[src/rtl/a_defines.sv]
// Shared core types: architectural word, ROB tag and the common data bus record.
package a_defines;

    typedef logic [31:0] word_t;
    typedef logic [5:0]  rob_id_t;

    // One completed result as broadcast on the common data bus.
    typedef struct packed {
        rob_id_t     rob_id;
        word_t       w_data;
        logic        r_valid;
        logic [4:0]  exc_info;
    } cdb_info_t;

endpackage

[src/rtl/mdu_result_fifo.sv]
// Result buffer between the MDU issue queue and the CDB arbiter.
// Holds completed multiply/divide results until the arbiter grants a writeback
// slot; in_ready_o back-pressures the MDU pipeline when all entries are taken.
// Both handshake outputs come straight from flops, so there is no combinational
// path from out_ready_i to in_ready_o.
module mdu_result_fifo
    import a_defines::*;
#(
    parameter int DEPTH   = 4,
    parameter int PTR_LEN = $clog2(DEPTH)
) (
    input  logic               clk,
    input  logic               rst_n,
    input  logic               flush,
    input  logic               in_valid_i,
    input  cdb_info_t          in_data_i,
    output logic               in_ready_o,
    output logic               out_valid_o,
    output cdb_info_t          out_data_o,
    input  logic               out_ready_i,
    output logic [PTR_LEN:0]   count_o
);

    // Pointer wrap relies on DEPTH filling the pointer width exactly.
    if (DEPTH < 2 || (DEPTH & (DEPTH - 1)) != 0 || PTR_LEN != $clog2(DEPTH)) begin : g_bad_depth
        $error("mdu_result_fifo: DEPTH must be a power of 2 >= 2 and PTR_LEN = clog2(DEPTH)");
    end

    localparam logic [PTR_LEN:0] CNT_ONE  = (PTR_LEN + 1)'(1);
    localparam logic [PTR_LEN:0] CNT_FULL = (PTR_LEN + 1)'(DEPTH);

    cdb_info_t          mem_q [DEPTH];
    logic [PTR_LEN-1:0] wr_ptr_q, wr_ptr_d;
    logic [PTR_LEN-1:0] rd_ptr_q, rd_ptr_d;
    logic [PTR_LEN:0]   count_q, count_d;
    logic               in_ready_q, in_ready_d;
    logic               push, pop;

    // Handshakes and next-state for pointers, occupancy and the ready flop.
    always_comb begin
        // NOTE: every always_comb output gets a default first so no path infers a latch.
        push       = in_valid_i && in_ready_q;
        pop        = (count_q != '0) && out_ready_i;
        wr_ptr_d   = wr_ptr_q;
        rd_ptr_d   = rd_ptr_q;
        count_d    = count_q;

        if (push) wr_ptr_d = wr_ptr_q + PTR_LEN'(1);
        if (pop)  rd_ptr_d = rd_ptr_q + PTR_LEN'(1);

        unique case ({push, pop})
            2'b10:   count_d = count_q + CNT_ONE;
            2'b01:   count_d = count_q - CNT_ONE;
            default: count_d = count_q;
        endcase

        // Ready is computed from the next occupancy so the flop is correct one edge later.
        in_ready_d = (count_d < CNT_FULL);
    end

    // Control state; flush has the same effect as reset and overrides any handshake.
    always_ff @(posedge clk) begin
        // NOTE: sequential state uses non-blocking assignments so all flops update together.
        if (!rst_n || flush) begin
            wr_ptr_q   <= '0;
            rd_ptr_q   <= '0;
            count_q    <= '0;
            in_ready_q <= 1'b1;
        end else begin
            wr_ptr_q   <= wr_ptr_d;
            rd_ptr_q   <= rd_ptr_d;
            count_q    <= count_d;
            in_ready_q <= in_ready_d;
        end
    end

    // Payload storage; entries are only meaningful while counted as occupied.
    always_ff @(posedge clk) begin
        // NOTE: storage is deliberately not reset; count_q alone decides which entries are live.
        if (push && rst_n && !flush) begin
            mem_q[wr_ptr_q] <= in_data_i;
        end
    end

    assign in_ready_o  = in_ready_q;
    assign out_valid_o = (count_q != '0);
    assign out_data_o  = mem_q[rd_ptr_q];
    assign count_o     = count_q;

    a_count_bound: assert property (@(posedge clk) disable iff (!rst_n)
        count_q <= CNT_FULL);

    a_no_push_when_full: assert property (@(posedge clk) disable iff (!rst_n || flush)
        push |-> in_ready_o);

    a_head_stable: assert property (@(posedge clk) disable iff (!rst_n)
        (out_valid_o && !out_ready_i && !flush) |=> $stable(out_data_o));

endmodule

[config.mk]
export PLATFORM = sky130hd
export DESIGN_NAME = mdu_result_fifo
export DESIGN_NICKNAME = d
export VERILOG_FILES = /design/src/rtl/a_defines.sv /design/src/rtl/mdu_result_fifo.sv
export SDC_FILE = /design/constraint.sdc
export NUM_CORES = 1
export LEC_CHECK = 0
export BUFFER_PORTS_ARGS = -buffer_cell sky130_fd_sc_hd__buf_2
export CORE_MARGIN = 3
export CORE_UTILIZATION = 61
export DETAILED_ROUTE_END_ITERATION = 6
export GPL_ROUTABILITY_DRIVEN = 0
export PLACE_DENSITY = 0.93
export SYNTH_ARGS = -nofsm -noshare
export SYNTH_HDL_FRONTEND = slang
export SYNTH_SLANG_ARGS = --single-unit
[constraint.sdc]
create_clock -name clk -period 6.5 [get_ports clk]
set_input_delay 0.325 -clock clk [delete_from_list [all_inputs] [get_ports clk]]
set_output_delay 0.325 -clock clk [all_outputs]
set_load 0.03 [all_outputs]
==> Yosys cells after proc, flatten, opt, wreduce, memory -nomap -nowiden <==
Memory sizes are Yosys's and may differ from the RTL's. A register that Yosys moved wholly into a read port is not among the register bits.
Index checks and enable logic that the tools add are counted.
{ "totals": {"mem_bits_ro": 0, "mem_bits_rw": 176, "wordCells": 25, "register_bits": 8, "mem_count": 1, "input_bits": 49, "latchBits": 0, "output_inout_bits": 49} }
{ "memory_table": {"columns": ["memory", "words", "width", "read_ports", "rd_ports_with_merged_regs", "wr", "line", "source"], "rows": [
  ["mem_q", 4, 44, 1, 1, 1, "mdu_result_fifo.sv:32", "cdb_info_t mem_q [DEPTH];"]
]} }
{ "op_classes": {"bitwise_logic": 0, "mul": 0, "n_shift": 0, "div": 0, "n_reduce_logical": 8, "muxes": 5, "eq_ne": 2, "add_sub_neg": 4, "order_cmp": 1} }
{ "ops": {"columns": ["cell", "n"], "rows": [
  ["$pmux 3 s2", 1],
  ["$add 2x1->2 const B", 2],
  ["$logic_and 1x1->1", 4],
  ["$mux 2", 2],
  ["$add 3x1->3 const B", 1],
  ["$lt 3x3->1 const B", 1],
  ["$reduce_bool 3->1", 1],
  ["$sub 3x1->3 const B", 1],
  ["$eq 2x1->1 const B", 1],
  ["$eq 2x2->1 const B", 1],
  ["$logic_not 1->1", 2],
  ["$mux 1", 2],
  ["$logic_or 1x1->1", 1]
]} }

==> Depth between registers and ports, before layout <==
{ "depth": {"ltp_word": 5, "mapped_depth": 6, "mapped_depth_nobuf": 6} }

==> Least setup slack after synthesis <==
Ideal clock, no wire load.
{ "synth_path": {"path_type": "reg-to-reg", "from": "register in_ready_q (netlist: in_ready_o)", "to": "memory mem_q[0][0] in the netlist's numbering (enable)", "setup_ns": 0.406, "setup_slack_ns": 4.147, "path_stages_with_launch": 4, "t_required_ns": 6.094, "t_arrival_ns": 1.947, "synth_period_minus_slack_ns": 2.353, "path_cell_list": "dfxtp_1 > nand2_1 > nor2_1 > and2_1"} }
{ "synth_between": {"elab_chain_len": 5} }
{ "synth_rtl": {"columns": ["item", "line", "source"], "rows": [
  ["start, declared", "mdu_result_fifo.sv:36", "logic in_ready_q, in_ready_d;"],
  ["start signal, assigned", "mdu_result_fifo.sv:73", "in_ready_q <= in_ready_d;"],
  ["$logic_and 1x1->1", "mdu_result_fifo.sv:42", "push = in_valid_i && in_ready_q;"],
  ["$logic_and 1x1->1 (2 in series)", "mdu_result_fifo.sv:80", "if (push && rst_n && !flush) begin"],
  ["$mux 1", "mdu_result_fifo.sv:80", null],
  ["$mux 1 (implied by the code)", "mdu_result_fifo.sv:81", "mem_q[wr_ptr_q] <= in_data_i;"],
  ["end, declared", "mdu_result_fifo.sv:32", null]
]} }
No other way between the ends.

==> reports/metrics.cfg <==
[clock_network]
cts.sinks=186
cts_tree=built
htreeDepth=4
clk_path_buf_depth=2
hold_buffers=0
post_cts_buffers=0
clock_latency_ns=0.42
root_buffer=clkbuf_16
clk_pin_slew_ns=0.07
cts_made_buffers=17
ctsResizeCount=0

[final_layout]
final_cell_mix=176 x edfxtp_1, 97 x buf_2, 40 x mux4_2
final_common_cell=edfxtp_1
final_area_mm2=0.00800
stdcell_count=536
antenna_cells=0
synthToLayoutAreaGrowth_pct=16.4
drive_above_1_share=0.442
fin_nets=438

[route]
drt_wl_total_um=12400
drtAntennaViolNets=0
drt-pass1-iter-count=5
post-route-drc-count=0
drt_iter0_drc=186
vias=3169
vias_per_cell=5.91
wl_per_cell_um=23.2

[die]
die_h_um=112
initial_utilization=0.629
rows=38
die_area_mm2=0.0126
coreArea_mm2=0.0109
die_w_um=112
io_pins=98

[timing]
slew_headroom=0.216
finalSetupViolCount=0
finalSetupTns_ns=0
clock_skew_ns=0.0132
rsz0062_at_grt=no
worst_pin_slew_ns=1.18
min_period_over_period=0.396
fin_crit_ns=2.58
hold_viol=0
slew_viol_final=0
fmax_mhz=388

[synth]
yosysWarnings=0
ys_seq_area_frac=0.798
syn_area_mm2=0.00688
yosys.cell_types.count=26
synth.top_cells.by_area=edfxtp_1 77%, mux4_2 13%, dfxtp_1 2.9%, mux4_1 1.5%, buf_12 1.2%
yosysTopAreaCellShare=0.768
yosysTopAreaCell=edfxtp_1
ys_ff_latch=186
syn-num-nets=333
syn_inst=278
avgSynthCellArea_um2=24.7

[hold_path]
hold_class=in2reg

[global_routing]
grt_pass1_vias=3402
grt_use_total=0.211
grt_max_degree=45
grt_first_pass_wirelength_um=19200
overflow=0
antenna_found_initial=1

[pwr]
clockPowerShare=0.406
irDropWorstVdd_mv=0.182
switching_power_mw=0.523
powerDensity_mw_per_mm2=302
seqPwrFrac=0.552
finalPower_mw=2.41
swShare=0.217
p_leak_nw=2.69
p_int_mw=1.89
p_comb_frac=0.042

[worst_setup_path]
cp-start-kind=flip-flop
crit_fanout=44
end_kind=output port
criticalPathCategory=reg2out
required_ns=6.17
crit_arrival_ns=2.25

[placed_design]
portBuffers=97
dpl_cell_area_mm2=0.00743
dpl.cell_count=504

[job]
maxCapViolCount=0

[status]
status=completed

-- state kept, by name, indices dropped and copies added, names as in the netlist, named ones only --
register    cells
count_o         2
mem_q         176
wr_ptr_q        2
in_ready_o      1
rd_ptr_q        2
-- worst max-delay path, cell delays in order, from the launching register on --
cell	delay (ns)
dfxtp_4	0.93
mux4_1	0.67
buf_2	0.20
-- final cells by class --
cell class / instances / area (µm²)
inverter: 2 / 7.51
clock buffer: 18 / 450
fill: 593 / 2930
timing repair buffer: 97 / 485
sequential: 186 / 5490
multi-input combinational: 79 / 1270
clock inverter: 14 / 125
tap: 140 / 175
-- metal layers --
layer | vias up | track usage | routed length [µm]
li1 | 1389 | - | -
met1 | 1631 | 0.253 | 4580
met2 | 130 | 0.356 | 6790
met3 | 17 | 0.0652 | 809
met4 | 2 | 0.0970 | 222
met5 | - | 0 | 13
-- power by group through the flow --
stage	clock network, mW	registers (mW)	logic [mW]
2_1_floorplan	0	1.36	0.0622
3_3_place_gp	0	1.36	0.0963
3_5_place_dp	0	1.36	0.101
4_1_cts	1.00	1.33	0.102
5_1_grt	1.04	1.33	0.107
6_report	0.981	1.33	0.101
-- stage by stage --
step                hold WS, ns  setup WS [ns]   util
detailed placement        0.497           4.14  0.679
finish                    0.118           3.92  0.732
global route              0.105           3.74  0.732
floorplan                 0.424           4.15      -
global placement          0.482           4.24  0.679
CTS                      0.0940           3.86  0.732
-- worst paths after layout --
kind                             from                  endpoint  slack, ns  depth (start not counted)
min reg2reg  wr_ptr_q[1]$_SDFFE_PP0P_  wr_ptr_q[1]$_SDFFE_PP0P_       0.51                          2
max                         flip-flop            out_data_o[39]       3.92                          2
max reg2reg     in_ready_o$_SDFF_PP1_     mem_q[0][0]$_DFFE_PP_       4.38                          3
min                     in_data_i[10]    mem_q[1][10]$_DFFE_PP_       0.12                          1
-- synthesized netlist by cell type (all sizes together) --
| master | number |
|---|---|
| edfxtp | 176 |
| mux4 | 44 |
| dfxtp | 10 |
| buf | 9 |
| nor2 | 7 |
| ha | 5 |
| and2 | 4 |
| xnor2 | 3 |
| a21oi | 2 |
| clkbuf | 2 |
| inv | 2 |
| nand2 | 2 |
| or3 | 2 |
| xor2 | 2 |
| a21o | 1 |
| fa | 1 |
| mux2i | 1 |
| nand2b | 1 |
| nand3 | 1 |
| o21ai | 1 |
| o311ai | 1 |
| o31a | 1 |
-- kinds of logic after synthesis --
group | synth area share
DFF | 0.798
muxes | 0.148
and+or+nand+nor | 0.0120
buffers and inverters | 0.0186
AOI/OAI and AO/OA | 0.00582
adders and majority gates | 0.0120
xor gates and xnor gates | 0.00637
Power figures use the tool's default switching activity.
